--- config.mk ---
export PLATFORM = sky130hd
export DESIGN_NAME = tap_sel_ctrl_flat
export DESIGN_NICKNAME = d
export VERILOG_FILES = /design/src/rtl/tap_sel_if.sv /design/src/rtl/tap_sel_ctrl.sv /design/src/flat_wrapper.sv
export SDC_FILE = /design/constraint.sdc
export NUM_CORES = 1
export LEC_CHECK = 0
export BUFFER_PORTS_ARGS = -buffer_cell sky130_fd_sc_hd__buf_2
export CAP_MARGIN = 20
export CORE_MARGIN = 2
export CORE_UTILIZATION = 57
export CTS_CLUSTER_SIZE = 14
export DETAILED_ROUTE_END_ITERATION = 8
export PLACE_DENSITY = 0.85
export SLEW_MARGIN = 25
export SYNTH_ARGS = -nofsm -noshare
export SYNTH_HDL_FRONTEND = slang
export SYNTH_SLANG_ARGS = --single-unit
--- constraint.sdc ---
create_clock -name tap_tck -period 2.6 [get_ports tap_tck]
set_input_delay 0.13 -clock tap_tck [delete_from_list [all_inputs] [get_ports tap_tck]]
set_output_delay 0.13 -clock tap_tck [all_outputs]
set_load 0.1 [all_outputs]
--- src/rtl/tap_sel_if.sv ---
// TAP-select bundle between the strap/host pads and the TAP IO mux.
// master: pad side driving the request and host TMS; slave: the sequencer.
interface tap_sel_if;
  logic [1:0] pad_sel_tap;
  logic       pad_tap_tms;
  logic [1:0] sel_tap_out;
  logic       tms_out;
  logic       busy;
  logic       forced_park;
  logic [3:0] shadow_state;

  modport master (
    output pad_sel_tap,
    output pad_tap_tms,
    input  sel_tap_out,
    input  tms_out,
    input  busy,
    input  forced_park,
    input  shadow_state
  );

  modport slave (
    input  pad_sel_tap,
    input  pad_tap_tms,
    output sel_tap_out,
    output tms_out,
    output busy,
    output forced_park,
    output shadow_state
  );
endinterface

--- src/rtl/tap_sel_ctrl.sv ---
// Safe-switch sequencer for JTAG TAP selection: waits for the active TAP to idle,
// parks both TAPs in Test-Logic-Reset, then flips the mux select.
module tap_sel_ctrl #(
  parameter int unsigned SYNC_STAGES = 2,
  parameter int unsigned PARK_CYCLES = 5,
  parameter int unsigned WAIT_MAX    = 64
) (
  input  logic     tap_tck,
  input  logic     tap_trst_n,
  tap_sel_if.slave bus
);
  localparam int unsigned WaitW = $clog2(WAIT_MAX + 1);
  localparam int unsigned ParkW = $clog2(PARK_CYCLES + 1);
  localparam logic [WaitW-1:0] WaitLast = WaitW'(WAIT_MAX - 1);
  localparam logic [ParkW-1:0] ParkLast = ParkW'(PARK_CYCLES - 1);
  localparam logic [3:0] Tlr = 4'hF;
  localparam logic [3:0] Rti = 4'hC;

  typedef enum logic [1:0] {StActive, StWaitSafe, StPark} state_e;

  state_e                        state;
  logic [SYNC_STAGES-1:0][1:0]   sync;
  logic [1:0]                    sel_sync;
  logic [1:0]                    target;
  logic [1:0]                    sel_tap;
  logic [3:0]                    shadow;
  logic                          switching;
  logic                          forced;
  logic [WaitW-1:0]              wait_cnt;
  logic [ParkW-1:0]              park_cnt;
  logic                          tms;
  logic                          class_diff;

  // IEEE 1149.1 TAP controller next-state.
  function automatic logic [3:0] tap_next(input logic [3:0] s, input logic t);
    logic [3:0] nxt;
    nxt = s;
    unique case (s)
      4'hF: nxt = t ? 4'hF : 4'hC;
      4'hC: nxt = t ? 4'h7 : 4'hC;
      4'h7: nxt = t ? 4'h4 : 4'h6;
      4'h6: nxt = t ? 4'h1 : 4'h2;
      4'h2: nxt = t ? 4'h1 : 4'h2;
      4'h1: nxt = t ? 4'h5 : 4'h3;
      4'h3: nxt = t ? 4'h0 : 4'h3;
      4'h0: nxt = t ? 4'h5 : 4'h2;
      4'h5: nxt = t ? 4'h7 : 4'hC;
      4'h4: nxt = t ? 4'hF : 4'hE;
      4'hE: nxt = t ? 4'h9 : 4'hA;
      4'hA: nxt = t ? 4'h9 : 4'hA;
      4'h9: nxt = t ? 4'hD : 4'hB;
      4'hB: nxt = t ? 4'h8 : 4'hB;
      4'h8: nxt = t ? 4'hD : 4'hA;
      4'hD: nxt = t ? 4'h7 : 4'hC;
    endcase
    return nxt;
  endfunction

  assign sel_sync   = sync[SYNC_STAGES-1];
  assign class_diff = (|sel_sync) != (|sel_tap);
  // TMS the TAPs actually see; held high in reset so both TAPs reset with us.
  assign tms        = !tap_trst_n || (state == StPark) || bus.pad_tap_tms;

  assign bus.tms_out      = tms;
  assign bus.sel_tap_out  = sel_tap;
  assign bus.busy         = switching;
  assign bus.forced_park  = forced;
  assign bus.shadow_state = shadow;

  always_ff @(posedge tap_tck) begin
    if (!tap_trst_n) begin
      state     <= StActive;
      sync      <= '0;
      target    <= 2'b00;
      sel_tap   <= 2'b00;
      shadow    <= Tlr;
      switching <= 1'b0;
      forced    <= 1'b0;
      wait_cnt  <= '0;
      park_cnt  <= '0;
    end else begin
      sync   <= {sync[SYNC_STAGES-2:0], bus.pad_sel_tap};
      shadow <= tap_next(shadow, tms);
      unique case (state)
        StActive: begin
          if (sel_sync != sel_tap) begin
            if (class_diff) begin
              state     <= StWaitSafe;
              target    <= sel_sync;
              switching <= 1'b1;
              wait_cnt  <= '0;
            end else begin
              // Same mux routing, so the code can change without parking.
              sel_tap <= sel_sync;
            end
          end
        end
        StWaitSafe: begin
          if (!class_diff) begin
            state     <= StActive;
            switching <= 1'b0;
          end else if (shadow == Tlr || shadow == Rti) begin
            state    <= StPark;
            park_cnt <= '0;
          end else if (wait_cnt == WaitLast) begin
            state    <= StPark;
            park_cnt <= '0;
            forced   <= 1'b1;
          end else begin
            wait_cnt <= wait_cnt + WaitW'(1);
          end
        end
        StPark: begin
          if (park_cnt == ParkLast) begin
            sel_tap   <= target;
            shadow    <= Tlr;
            state     <= StActive;
            switching <= 1'b0;
          end else begin
            park_cnt <= park_cnt + ParkW'(1);
          end
        end
        default: state <= StActive;
      endcase
    end
  end
endmodule

--- src/flat_wrapper.sv ---
// flat-port wrapper written by rule: the top's interface ports become plain ports
module tap_sel_ctrl_flat 
#(
  parameter int unsigned SYNC_STAGES = 2,
  parameter int unsigned PARK_CYCLES = 5,
  parameter int unsigned WAIT_MAX    = 64
)
  (tap_tck, tap_trst_n, bus_pad_sel_tap, bus_pad_tap_tms, bus_sel_tap_out, bus_tms_out, bus_busy, bus_forced_park, bus_shadow_state);
  tap_sel_if bus_i ();
  input  logic tap_tck;
  input  logic tap_trst_n;
  input wire logic [$bits(bus_i.pad_sel_tap)-1:0] bus_pad_sel_tap;
  input wire logic [$bits(bus_i.pad_tap_tms)-1:0] bus_pad_tap_tms;
  output wire logic [$bits(bus_i.sel_tap_out)-1:0] bus_sel_tap_out;
  output wire logic [$bits(bus_i.tms_out)-1:0] bus_tms_out;
  output wire logic [$bits(bus_i.busy)-1:0] bus_busy;
  output wire logic [$bits(bus_i.forced_park)-1:0] bus_forced_park;
  output wire logic [$bits(bus_i.shadow_state)-1:0] bus_shadow_state;
  assign bus_i.pad_sel_tap = bus_pad_sel_tap;
  assign bus_i.pad_tap_tms = bus_pad_tap_tms;
  assign bus_sel_tap_out = bus_i.sel_tap_out;
  assign bus_tms_out = bus_i.tms_out;
  assign bus_busy = bus_i.busy;
  assign bus_forced_park = bus_i.forced_park;
  assign bus_shadow_state = bus_i.shadow_state;
  tap_sel_ctrl #(.SYNC_STAGES(SYNC_STAGES), .PARK_CYCLES(PARK_CYCLES), .WAIT_MAX(WAIT_MAX)) u_core (.tap_tck(tap_tck), .tap_trst_n(tap_trst_n), .bus(bus_i));
endmodule
Word level (Yosys, flattened, before mapping):

Cells that the tools add are included.

* add/subtract/negate cells: 2
* eq/ne operators: 32
* mux-type cells: 42
* bitwise logic cells: 1
* reductions and logical operators: 22

Operator list (number)
* one-hot mux 4 bit (12 select lines): 1
* 2-to-1 mux 7 bit: 5
* equality test 4 bit (second input constant): 8
* 2-to-1 mux 2 bit: 15
* 2-to-1 mux 3 bit: 8
* equality test 4 x 3 -> 1 bit (second input constant): 4
* AND reduction 4 bit: 4
* one-hot mux 7 bit (2 select lines): 1
* 2-to-1 mux 4 bit: 3
* != test 2 bit (second input constant): 6
* equality test 4 x 2 -> 1 bit (second input constant): 2
* OR reduction 2 bit: 4
* adder 7 x 1 -> 7 bit (second input constant): 1
* equality test 7 x 6 -> 1 bit (second input constant): 1
* != test 2 x 1 -> 1 bit (second input constant): 3
* one-hot mux 2 bit (3 select lines): 1
* one-hot mux 3 bit (2 select lines): 1
* AND reduction 6 bit: 1
* nonzero test 2 bit: 3
* 2-to-1 mux 1 bit: 5
* AND reduction 5 bit: 1
* equality test 4 x 1 -> 1 bit (second input constant): 1
* logical NOT 4 bit: 1
* != test 4 bit (second input constant): 1
* other kinds (16): 18

* register bits: 26
* input port bits: 5
* output and inout port bits: 9
* logic and storage cells: 109

Logic depth before layout (Yosys ltp):

Gate-level depths: netlist (run 1).

* depth after elaboration: 7
* mapped depth: 8
* depth with buffers taken out: 7

Worst setup path after synthesis (run 1):

No wires, ideal clock.

* path kind: reg-to-reg
* start: reg u_core.sel_tap[1], in the netlist u_core.bus.sel_tap_out[1]
* end: reg u_core.wait_cnt[5]
* setup time: 70 ps
* data arrival time: 2439 ps
* required time: 2530 ps
* setup slack: 91 ps
* cell stages (with the launch flop): 6
* path buffers: 0
* period minus slack after synthesis: 2509 ps
* path through: dfxtp_1 nor2_4 xnor2_1 or4_4 or4_1 a21oi_1

* longest elaborated chain between the ends: 4
* elaborated cells on any way between the ends: 7
* those cells by class: eq/ne: 5; reduce/logical: 2

Ends and longest elaborated chain
* from (decl): line tap_sel_ctrl.sv:25 `logic [1:0] sel_tap;`
* from (signal assigned): line tap_sel_ctrl.sv:94 `sel_tap <= sel_sync;`
* from (signal assigned): line tap_sel_ctrl.sv:115 `sel_tap <= target;`
* OR reduction 2 bit: line tap_sel_ctrl.sv:60 `assign class_diff = (|sel_sync) != (|sel_tap);`
* != test 1 bit: line tap_sel_ctrl.sv:60
* != test 2 x 1 -> 1 bit (no line)
* AND reduction 6 bit (no line) *
* to (signal assigned): line tap_sel_ctrl.sv:110 `wait_cnt <= wait_cnt + WaitW'(1);`
* to (decl): line tap_sel_ctrl.sv:29 `logic [WaitW-1:0] wait_cnt;`

Every way passes the cells marked *; elsewhere a longest branch is shown, timed or not.
A chain may end at the register's enable or synchronous reset.

Worst setup path after layout (run 1):

* start: reg u_core.state[1]
* end: reg u_core.wait_cnt[5]

* longest elaborated chain between the ends: 3
* elaborated cells on any way between the ends: 10
* those cells by class: eq/ne: 6; mux: 1; reduce/logical: 3

Ends and longest elaborated chain
* from (decl): line tap_sel_ctrl.sv:21 `state_e state;`
* from (signal assigned): line tap_sel_ctrl.sv:72 `state <= StActive;`
* from (signal assigned): line tap_sel_ctrl.sv:88 `state <= StWaitSafe;`
* from (signal assigned): line tap_sel_ctrl.sv:100 `state <= StActive;`
* equality test 2 x 1 -> 1 bit or logical NOT 2 bit (tied branches): line tap_sel_ctrl.sv:84 `unique case (state)`
* != test 2 bit (no line), or another cell as far along
* AND reduction 6 bit (no line)

Several ways; a longest one is shown, not always the timed one.

==> results.ini, run 1 <==
[final_layout]
stdcell_count = 198
fin_util = 0.666
final_nets = 183
diodes = 0
final_area_sq_um = 1470
areaGrowthSynthToFinish_pct = 10.5
mostFrequentLayoutCell = dfxtp_1
final_cell_mix = dfxtp_1, nand2_1, buf_2, a21oi_1
drive_gt1_frac = 0.129

[drt]
drt_pass1_iterations = 4
wl_per_cell_um = 14.4
via_count = 1177
drc = 0
ant_nets = 0
drt_iter0_markers = 27
wl_um = 2860
avgViaCountPerCell = 5.94

[logic_synthesis]
ys_types = 38
netlist_area_sq_um = 1330
postSynthCellCount = 158
ys_seq_area_frac = 0.391
synth_fp_nets = 170
yosys_warnings = 0
synth_edf_count = 0
synth-main-ff-cell = dfxtp_1
synth.avg_cell_area_sq_um = 8.43
ys_seq_elements = 26
async_reset_ff_frac = 0

[setup_path]
cp_cell_sequence = inv_1 -> ha_1 -> inv_1 -> or4_4 -> or4_1 -> a21oi_1
critPathSlowestCell = or4_4
crit_family = simple AND/OR/NAND/NOR gates
critPathCaptureType = flop
cpMostUsedCell = inv_1
required_ns = 2.86
cp.arrival_ns = 2.50
critPathMaxStageDelay_ns = 0.64
cp_max_fo = 14
startpoint_type = flop
path_buf_inv = 2
criticalPathCategory = reg2reg

[clock_tree]
cts.clk_slew.worst_paths_ns = 0.14
clk_latency_ns = 0.32
numCtsBuffers = 3
cts_sinks = 26
cts_tree = built
ctsRootBufferMaster = clkbuf_4
clockBufferDepth = 2
htree_num_levels = 1

[floorplanning]
start_util = 0.602
pin_count = 14
core_region_area_sq_um = 2210
die_area_sq_um = 2740
rows = 17
die_y_um = 52.4
die_w_um = 52.4

[timing]
setup_slack_ns = 0.365
finalCriticalPeriod_ns = 2.24
whs_ns = 0.00870
worst_pin_slew_ns = 0.528
max-slew-margin-rel = 0.647
rsz0062_at_grt = false
setup_tns_ns = 0
finalHoldViolCount = 0
skew_ns = 0.00595
slew_violations = 0
setup_viol = 0
max_freq_mhz = 447
finalCritPeriodShare = 0.860

[pwr]
p_per_area_nw_per_um2 = 1140
p_leak_nw = 0.580
p_total_mw = 1.68
vdd_drop_max_mv = 0.858

[global_route]
grt_pass1_wl_um = 4770
grt_antenna_before_repair = 0
grt_pass1_vias = 1106
overflow = 0
grt.total_usage = 0.234
grt_max_degree = 16

[placement]
dp_slack_ns = 0.437
port_buffers = 13
gp_congestion = 0.827
dp_cells = 193
postPlaceCellArea_sq_um = 1410
dp_hpwl_um = 2060

[status]
status = complete, no violations

[min_path]
hp-class = in2reg

[run]
max-cap-violations = 0

## worst register-to-register path, cell delays in order (launching register included)
cell and delay, ns:
dfxtp_1 0.36, inv_1 0.08, ha_1 0.27, inv_1 0.14, or4_4 0.64, or4_1 0.53, a21oi_1 0.16
## cells in the mapped netlist (3+ instances only)
library cell  count  area (sq um)
a211oi_1          5          37.5
a21oi_1          12          60.1
and2_1            6          37.5
clkbuf_1          6          22.5
dfxtp_1          26           521
ha_1              7          87.6
inv_1            11          41.3
mux2i_1           4          40.0
nand2_1          18          67.6
nand3_1           6          30.0
nor2_1           11          41.3
nor4_1            4          25.0
o21ai_0           7          35.0
or3_1             3          18.8
xnor2_1           3          26.3
## worst paths after layout
path / startpoint / cells past startpoint / slack (ns) / end
setup / recovery: u_core.state[1] / 6 / 0.36 / u_core.wait_cnt[5]
hold / removal: bus_pad_sel_tap[1] / 2 / 0.009 / u_core.sync[1]
setup reg to reg: u_core.state[1] / 6 / 0.36 / u_core.wait_cnt[5]
hold reg to reg: u_core.wait_cnt[6] / 2 / 0.45 / u_core.wait_cnt[6]
## power breakdown
group	total, mW	internal (mW)	switching [mW]
logic	0.860	0.228	0.632
registers	0.545	0.461	0.0842
clock network	0.273	0.156	0.117
total	1.68	0.845	0.833
## what timing repair did
action | 4_1_cts | 5_1_grt
hold buffers | 1 | 0
gates resized for setup | 0 | 0
endpoints found under the hold margin | 1 | 0
setup buffers | 0 | 0
## state kept, by name, summed over array words and instances (netlist names)
name and flops:
u_core.wait_cnt 7, u_core.state 2, u_core.bus.sel_tap_out 2, u_core.park_cnt 3
u_core.bus.busy 1, u_core.bus.shadow_state 4, u_core.bus.forced_park 1, u_core.sel_sync 2
u_core.sync 2, u_core.target 2
## routing by layer
layer	vias to the layer above	global-route usage	wire, um
met2	38	0.417	1370
met3	10	0.0457	135
li1	585	-	-
met4	0	0.0855	82
met5	-	0	0
met1	544	0.275	1270
## final cells by class
type	count	area [sq um]
fillers	186	739
clock inverters	1	30.0
inverters	11	41.3
repair buffers	14	75.1
multi-input cells	115	748
clock buffers	3	22.5
well taps	28	35.0
flip-flops and latches	26	520
## cell families (layout without fill, tap and decap cells)
kind of cell,count (synthesis),in the layout,synth area share
AND/OR/NAND/NOR,59,59,0.233
AO/OA/AOI/OAI,39,39,0.192
flip-flops,26,26,0.391
buffers and inverters,17,29,0.0479
adder cells (fa/ha/maj),7,7,0.0657
XOR/XNOR,5,5,0.0329
multiplexers,5,5,0.0385
Note: power is estimated with default switching activity, not from simulation.
==> run 2, diff against run 1 <==
--- a/config.mk
+++ b/config.mk
@@ -8,10 +8,10 @@
 export BUFFER_PORTS_ARGS = -buffer_cell sky130_fd_sc_hd__buf_2
 export CAP_MARGIN = 20
 export CORE_MARGIN = 2
-export CORE_UTILIZATION = 57
+export CORE_UTILIZATION = 35
 export CTS_CLUSTER_SIZE = 14
 export DETAILED_ROUTE_END_ITERATION = 8
-export PLACE_DENSITY = 0.85
+export PLACE_DENSITY = 0.59
 export SLEW_MARGIN = 25
 export SYNTH_ARGS = -nofsm -noshare
 export SYNTH_HDL_FRONTEND = slang
==> results.ini, run 2 (synthesis results as in run 1) <==
[final_layout]
top_register = u_core.wait_cnt  ; unchanged
largest_reg_flops = 7  ; unchanged
final_nets = 182  ; was 183
areaGrowthSynthToFinish_pct = 13.1  ; was 10.5%
final_cell_mix = dfxtp_1, nand2_1, buf_2, a21oi_1  ; unchanged
mostFrequentLayoutCell = dfxtp_1  ; unchanged
fin_util = 0.411  ; was 0.666
drive_gt1_frac = 0.130  ; was 0.129
diodes = 0  ; unchanged

[timing]
skew_ns = 0.00333  ; was 0.00595 ns
worst_pin_slew_ns = 0.550  ; was 0.528 ns
slew_violations = 0  ; unchanged
finalCritPeriodShare = 0.844  ; was 0.860
rsz0062_at_grt = false  ; unchanged
max-slew-margin-rel = 0.632  ; was 0.647
setup_tns_ns = 0  ; unchanged
setup_viol = 0  ; unchanged
finalCriticalPeriod_ns = 2.19  ; was 2.24 ns
finalHoldViolCount = 0  ; unchanged
max_freq_mhz = 456  ; was 447 MHz

[floorplanning]
die_area_sq_um = 4320  ; was 2740 sq um
core_region_area_sq_um = 3660  ; was 2210 sq um
die_w_um = 65.7  ; was 52.4 um
start_util = 0.364  ; was 0.602
rows = 22  ; was 17
die_y_um = 65.7  ; was 52.4 um
pin_count = 14  ; unchanged

[global_route]
use_met1 = 0.152  ; was 0.275
top_usage_layer = met2  ; unchanged
grt_pass1_wl_um = 4590  ; was 4770 um
grt_antenna_before_repair = 0  ; unchanged
groute.layer.met3.usage = 0.0411  ; was 0.0457
overflow = 0  ; unchanged
grt_pass1_vias = 1096  ; was 1106
grtUsageMet2 = 0.239  ; was 0.417
grt_max_degree = 16  ; unchanged
grt.total_usage = 0.134  ; was 0.234

[clock_tree]
clk_latency_ns = 0.27  ; was 0.32 ns
clockBufferDepth = 2  ; unchanged
hold_buffers = 0  ; was 1
postCtsResizedCells = 0  ; unchanged
post_cts_buffers = 0  ; unchanged
cts_sinks = 26  ; unchanged
cts.clk_slew.worst_paths_ns = 0.09  ; was 0.14 ns
cts_tree = built  ; unchanged
ctsRootBufferMaster = clkbuf_8  ; was clkbuf_4
numCtsBuffers = 3  ; unchanged
htree_num_levels = 1  ; unchanged

[run]
max-cap-violations = 0  ; unchanged

[drt]
ant_nets = 0  ; unchanged
wl_per_cell_um = 12.0  ; was 14.4 um
drt_iter0_markers = 32  ; was 27
via_count = 1119  ; was 1177
avgViaCountPerCell = 5.16  ; was 5.94
wl_um = 2610  ; was 2860 um
drt_pass1_iterations = 4  ; unchanged
drc = 0  ; unchanged

[setup_path]
critPathCaptureType = flop  ; unchanged
critPathSlowestCell = or4_4  ; unchanged
cpMostUsedCell = inv_1  ; unchanged
cp_cell_sequence = inv_1 -> ha_1 -> inv_1 -> or4_4 -> or4_1 -> a21oi_1  ; unchanged
cp_max_fo = 14  ; unchanged
required_ns = 2.81  ; was 2.86 ns
startpoint_type = flop  ; unchanged
crit_family = simple AND/OR/NAND/NOR gates  ; unchanged
path_buf_inv = 2  ; unchanged
cp.arrival_ns = 2.41  ; was 2.50 ns
critPathMaxStageDelay_ns = 0.64  ; about the same
criticalPathCategory = reg2reg  ; unchanged

[pwr]
clkPwrFrac = 0.195  ; was 0.163
p_switching_mw = 0.821  ; was 0.833 mW
p_int_mw = 0.894  ; was 0.845 mW
p_per_area_nw_per_um2 = 1140  ; about the same
vdd_drop_max_mv = 0.500  ; was 0.858 mV
combPwrFrac = 0.490  ; was 0.513
swShare = 0.479  ; was 0.496
p_leak_nw = 0.583  ; was 0.580 nW
seqPwrFrac = 0.315  ; was 0.325

[min_path]
hp-class = in2reg  ; unchanged

[placement]
gp_congestion = 0.847  ; was 0.827
dp_hpwl_um = 2040  ; was 2060 um
port_buffers = 13  ; unchanged

[status]
status = complete, no violations  ; unchanged

## run 2: changes by cell type in the layout (fill, tap and decap cells not counted), sizes merged
cell         delta
dlygate4sd3     -1
## run 2: layout make-up
cell class | count | area, sq um
clock buffer | 3 | 41.3
clock inverter | 1 | 30.0
fill | 371 | 2150
inverter | 11 | 41.3
multi-input combinational | 115 | 748
sequential | 26 | 520
tap | 48 | 60.1
timing repair buffer | 13 | 65.1
## run 2: worst paths after layout
check / slack [ns] / start / cells after the start / end
hold / removal: 0.06 / bus_pad_sel_tap[0] / 2 / u_core.sync[0]
setup / recovery: 0.41 / u_core.state[1] / 6 / u_core.wait_cnt[5]
setup reg to reg: 0.41 / u_core.state[1] / 6 / u_core.wait_cnt[5]
hold reg to reg: 0.43 / u_core.wait_cnt[6] / 2 / u_core.wait_cnt[6]
## run 2: worst reg2reg max path, delay by kind of cell, from the launching register on
kind                       cells  cell delay [ns]
and+or+nand+nor                2             1.17
adders and majority gates      1             0.26
AOI/OAI and AO/OA              1             0.14
DFF                            1             0.35
buffers and inverters          2             0.22
## run 2: per-layer routing
| layer | wire [um] | vias to the layer above | part of all wire |
|---|---|---|---|
| li1 | - | 581 | - |
| met1 | 1230 | 515 | 0.47 |
| met5 | 0 | - | 0 |
| met3 | 103 | 5 | 0.039 |
| met2 | 1250 | 18 | 0.48 |
| met4 | 29 | 0 | 0.011 |
## run 2: power by group through the flow
stage	combinational [mW]	clock, mW	sequential [mW]
after floorplan	0.420	0	0.827
final	0.840	0.334	0.540
after detailed placement	0.840	0	0.548
after CTS	0.841	0.348	0.539
after global placement	0.828	0	0.543
after global routing	0.915	0.368	0.554
## run 2: metrics by stage
step	setup slack (ns)	area, sq um	total power [mW]	instances	hold slack [ns]
floorplan	0.0912	1330	1.25	158	0.257
global placement	0.517	1440	1.37	213	0.339
detailed placement	0.446	1440	1.39	213	0.344
CTS	0.419	1510	1.73	217	0.0491
global route	0.240	1510	1.84	217	0.0411
finish	0.405	1510	1.71	217	0.0566
==> run 3, diff against run 2 <==
--- a/config.mk
+++ b/config.mk
@@ -5,6 +5,7 @@
 export SDC_FILE = /design/constraint.sdc
 export NUM_CORES = 1
 export LEC_CHECK = 0
+export ABC_AREA = 1
 export BUFFER_PORTS_ARGS = -buffer_cell sky130_fd_sc_hd__buf_2
 export CAP_MARGIN = 20
 export CORE_MARGIN = 2
==> constraint.sdc (replaced) <==
create_clock -name tap_tck -period 2.3 [get_ports tap_tck]
set_input_delay 0.115 -clock tap_tck [delete_from_list [all_inputs] [get_ports tap_tck]]
set_output_delay 0.115 -clock tap_tck [all_outputs]
set_load 0.1 [all_outputs]
==> results.ini, run 3 <==
[global_route]
groute.layer.met3.usage = 0.0322  ; was 0.0411
grt_max_degree = 16  ; unchanged
grt.total_usage = 0.130  ; was 0.134
grt_antenna_before_repair = 0  ; unchanged
grtUsageMet2 = 0.210  ; was 0.239
grt_pass1_wl_um = 5250  ; was 4590 um
top_usage_layer = met2  ; unchanged
overflow = 0  ; unchanged
use_met1 = 0.178  ; was 0.152
grt_pass1_vias = 1159  ; was 1096

[logic_synthesis]
async_reset_ff_frac = 0  ; unchanged
netlist_area_sq_um = 1490  ; was 1330 sq um
synth.avg_cell_area_sq_um = 6.63  ; was 8.43 sq um
synth-main-ff-cell = dfxtp_1  ; unchanged
ys_seq_elements = 26  ; unchanged
synthMostInstantiatedCell = nand2_1  ; was dfxtp_1
synth_fp_nets = 236  ; was 170
synth_edf_count = 0  ; unchanged
synthTopCellsByCount = nand2_1, nor2_1, inv_1  ; was dfxtp_1, nand2_1, a21oi_1
ys_types = 25  ; was 38
synthTopCellsByArea = dfxtp_1, nand2_1, nor2_1  ; was dfxtp_1, ha_1, nand2_1
yosysTopAreaCellShare = 0.350  ; was 0.391
ys_seq_area_frac = 0.350  ; was 0.391
postSynthCellCount = 224  ; was 158
yosys_warnings = 0  ; unchanged
synth_top_area_cell = dfxtp_1  ; unchanged

[final_layout]
areaGrowthSynthToFinish_pct = 10.8  ; was 13.1%
multi_input_area_sq_um = 836  ; was 748 sq um
fin_util = 0.408  ; was 0.411
diodes = 0  ; unchanged
final_area_sq_um = 1650  ; was 1510 sq um
drive_gt1_frac = 0.118  ; was 0.130
mostFrequentLayoutCell = nand2_1  ; was dfxtp_1
regArea_sq_um = 520  ; unchanged
fillers = 442  ; was 371
final_cell_mix = nand2_1, nor2_1, inv_1, dfxtp_1, a21oi_1  ; was dfxtp_1, nand2_1, buf_2, a21oi_1
final_nets = 252  ; was 182
top_register = u_core.wait_cnt  ; unchanged
largest_reg_flops = 7  ; unchanged

[setup_path]
cp.arrival_ns = 1.72  ; was 2.41 ns
r2r-end = u_core.bus.shadow_state[1]  ; was u_core.wait_cnt[5]
crit_start = u_core.state[0]  ; was u_core.state[1]
startpoint_type = flop  ; unchanged
worstReg2RegStart = u_core.state[0]  ; was u_core.state[1]
critPathCaptureType = output pin  ; was flop
cp_max_fo = 10  ; was 14
required_ns = 2.18  ; was 2.81 ns
r2r_cells = 8  ; was 6
criticalPathCategory = reg2out  ; was reg2reg
r2r_setup_slack_ns = 0.78  ; was 0.41 ns

[status]
status = complete, no violations  ; unchanged

[clock_tree]
ctsRootBufferMaster = clkbuf_8  ; unchanged
cts_sinks = 26  ; unchanged
htree_num_levels = 1  ; unchanged
clk_latency_ns = 0.27  ; about the same
numCtsBuffers = 3  ; unchanged
hold_buffers = 0  ; unchanged
clockBufferDepth = 2  ; unchanged
cts.clk_slew.worst_paths_ns = 0.09  ; about the same
postCtsResizedCells = 0  ; unchanged
cts_tree = built  ; unchanged
post_cts_buffers = 0  ; unchanged

[drt]
via_count = 1325  ; was 1119
drc = 0  ; unchanged
drt_iter0_markers = 58  ; was 32
avgViaCountPerCell = 4.60  ; was 5.16
wl_um = 2930  ; was 2610 um
ant_nets = 0  ; unchanged
wl_per_cell_um = 10.2  ; was 12.0 um
drt_pass1_iterations = 4  ; unchanged

[placement]
gp_congestion = 0.791  ; was 0.847
port_buffers = 13  ; unchanged
postPlaceCellArea_sq_um = 1600  ; was 1440 sq um
dp_hpwl_um = 2210  ; was 2040 um

[timing]
setup_tns_ns = 0  ; unchanged
worst_pin_slew_ns = 0.485  ; was 0.550 ns
skew_ns = 0.00727  ; was 0.00333 ns
max_freq_mhz = 545
max-slew-margin-rel = 0.679  ; was 0.632
slew_violations = 0  ; unchanged
rsz0062_at_grt = false  ; unchanged
finalCriticalPeriod_ns = 1.84
setup_viol = 0  ; unchanged
finalHoldViolCount = 0  ; unchanged
finalCritPeriodShare = 0.798

[min_path]
hp-start = bus_pad_sel_tap[1]  ; was bus_pad_sel_tap[0]
holdPathEnd = u_core.sync[1]  ; was u_core.sync[0]
hp-class = in2reg  ; unchanged
hold_depth = 3  ; was 2

[floorplanning]
die_w_um = 69.1  ; was 65.7 um
pin_count = 14  ; unchanged
core_region_area_sq_um = 4030  ; was 3660 sq um
rows = 23  ; was 22
die_y_um = 69.1  ; was 65.7 um
start_util = 0.369  ; was 0.364
die_area_sq_um = 4780  ; was 4320 sq um

[pwr]
p_per_area_nw_per_um2 = 1290  ; was 1140 nW/um^2
p_leak_nw = 0.796  ; was 0.583 nW
p_total_mw = 2.12  ; was 1.71 mW
vdd_drop_max_mv = 0.475  ; was 0.500 mV

[run]
max-cap-violations = 0  ; unchanged

[run 3: cell count changes after synthesis, sizes merged, moves of 5 or more]
cell	delta
nor2	+22
and2	-6
a211oi	-5
nand3	+9
nand2	+48
inv	+19
nor3	+6
clkbuf	-5
nand4	+5
[run 3: through the flow]
step           hold slack [ns]  setup slack [ns]  instances
5_1_grt                 0.0281             0.357        288
2_1_floorplan            0.213             0.149        224
4_1_cts                 0.0134             0.461        288
6_report                0.0213             0.465        288
3_3_place_gp             0.298             0.796        285
3_5_place_dp             0.298             0.766        285
[run 3: critical path: stages, from the launching register on]
cell,delay [ns]
dfxtp_1,0.34
inv_1,0.08
ha_1,0.35
nor2_1,0.09
nand2_1,0.14
buf_2,0.45
[run 3: report_power, final]
group | total (mW) | leakage, nW | internal, mW | switching, mW
Combinational | 1.21 | 0.561 | 0.298 | 0.917
Clock | 0.261 | 0.0216 | 0.117 | 0.144
Sequential | 0.647 | 0.213 | 0.545 | 0.102
Total | 2.12 | 0.796 | 0.961 | 1.16
[run 3: metal layers]
| metal | share of wire | wire, um |
|---|---|---|
| met5 | 0 | 0 |
| met4 | 0.0058 | 17 |
| met3 | 0.031 | 91 |
| met2 | 0.44 | 1280 |
| met1 | 0.52 | 1540 |
[run 3: kinds of logic after synthesis]
family                     Yosys count  share of synthesized area
adders and majority gates            7                     0.0590
DFF                                 26                      0.350
and+or+nand+nor                    128                      0.388
AOI/OAI and AO/OA                   25                     0.0918
buffers and inverters               34                     0.0868
xor gates and xnor gates             4                     0.0236
[run 3: how the worst max path moves through the flow]
stage / to / slack [ns]
6_report: bus_tms_out / 0.46
3_5_place_dp: bus_tms_out / 0.77
3_3_place_gp: u_core.bus.shadow_state[1] / 0.80
2_1_floorplan: u_core.bus.shadow_state[1] / 0.15
4_1_cts: bus_tms_out / 0.46
5_1_grt: bus_tms_out / 0.36
[run 3: final cells by class]
| type | instances | share of cell area |
|---|---|---|
| Tap cell | 50 | 0.0380 |
| Multi-Input combinational cell | 164 | 0.508 |
| Inverter | 32 | 0.0730 |
| Timing Repair Buffer | 13 | 0.0395 |
| Sequential cell | 26 | 0.316 |
| Clock buffer | 3 | 0.0251 |
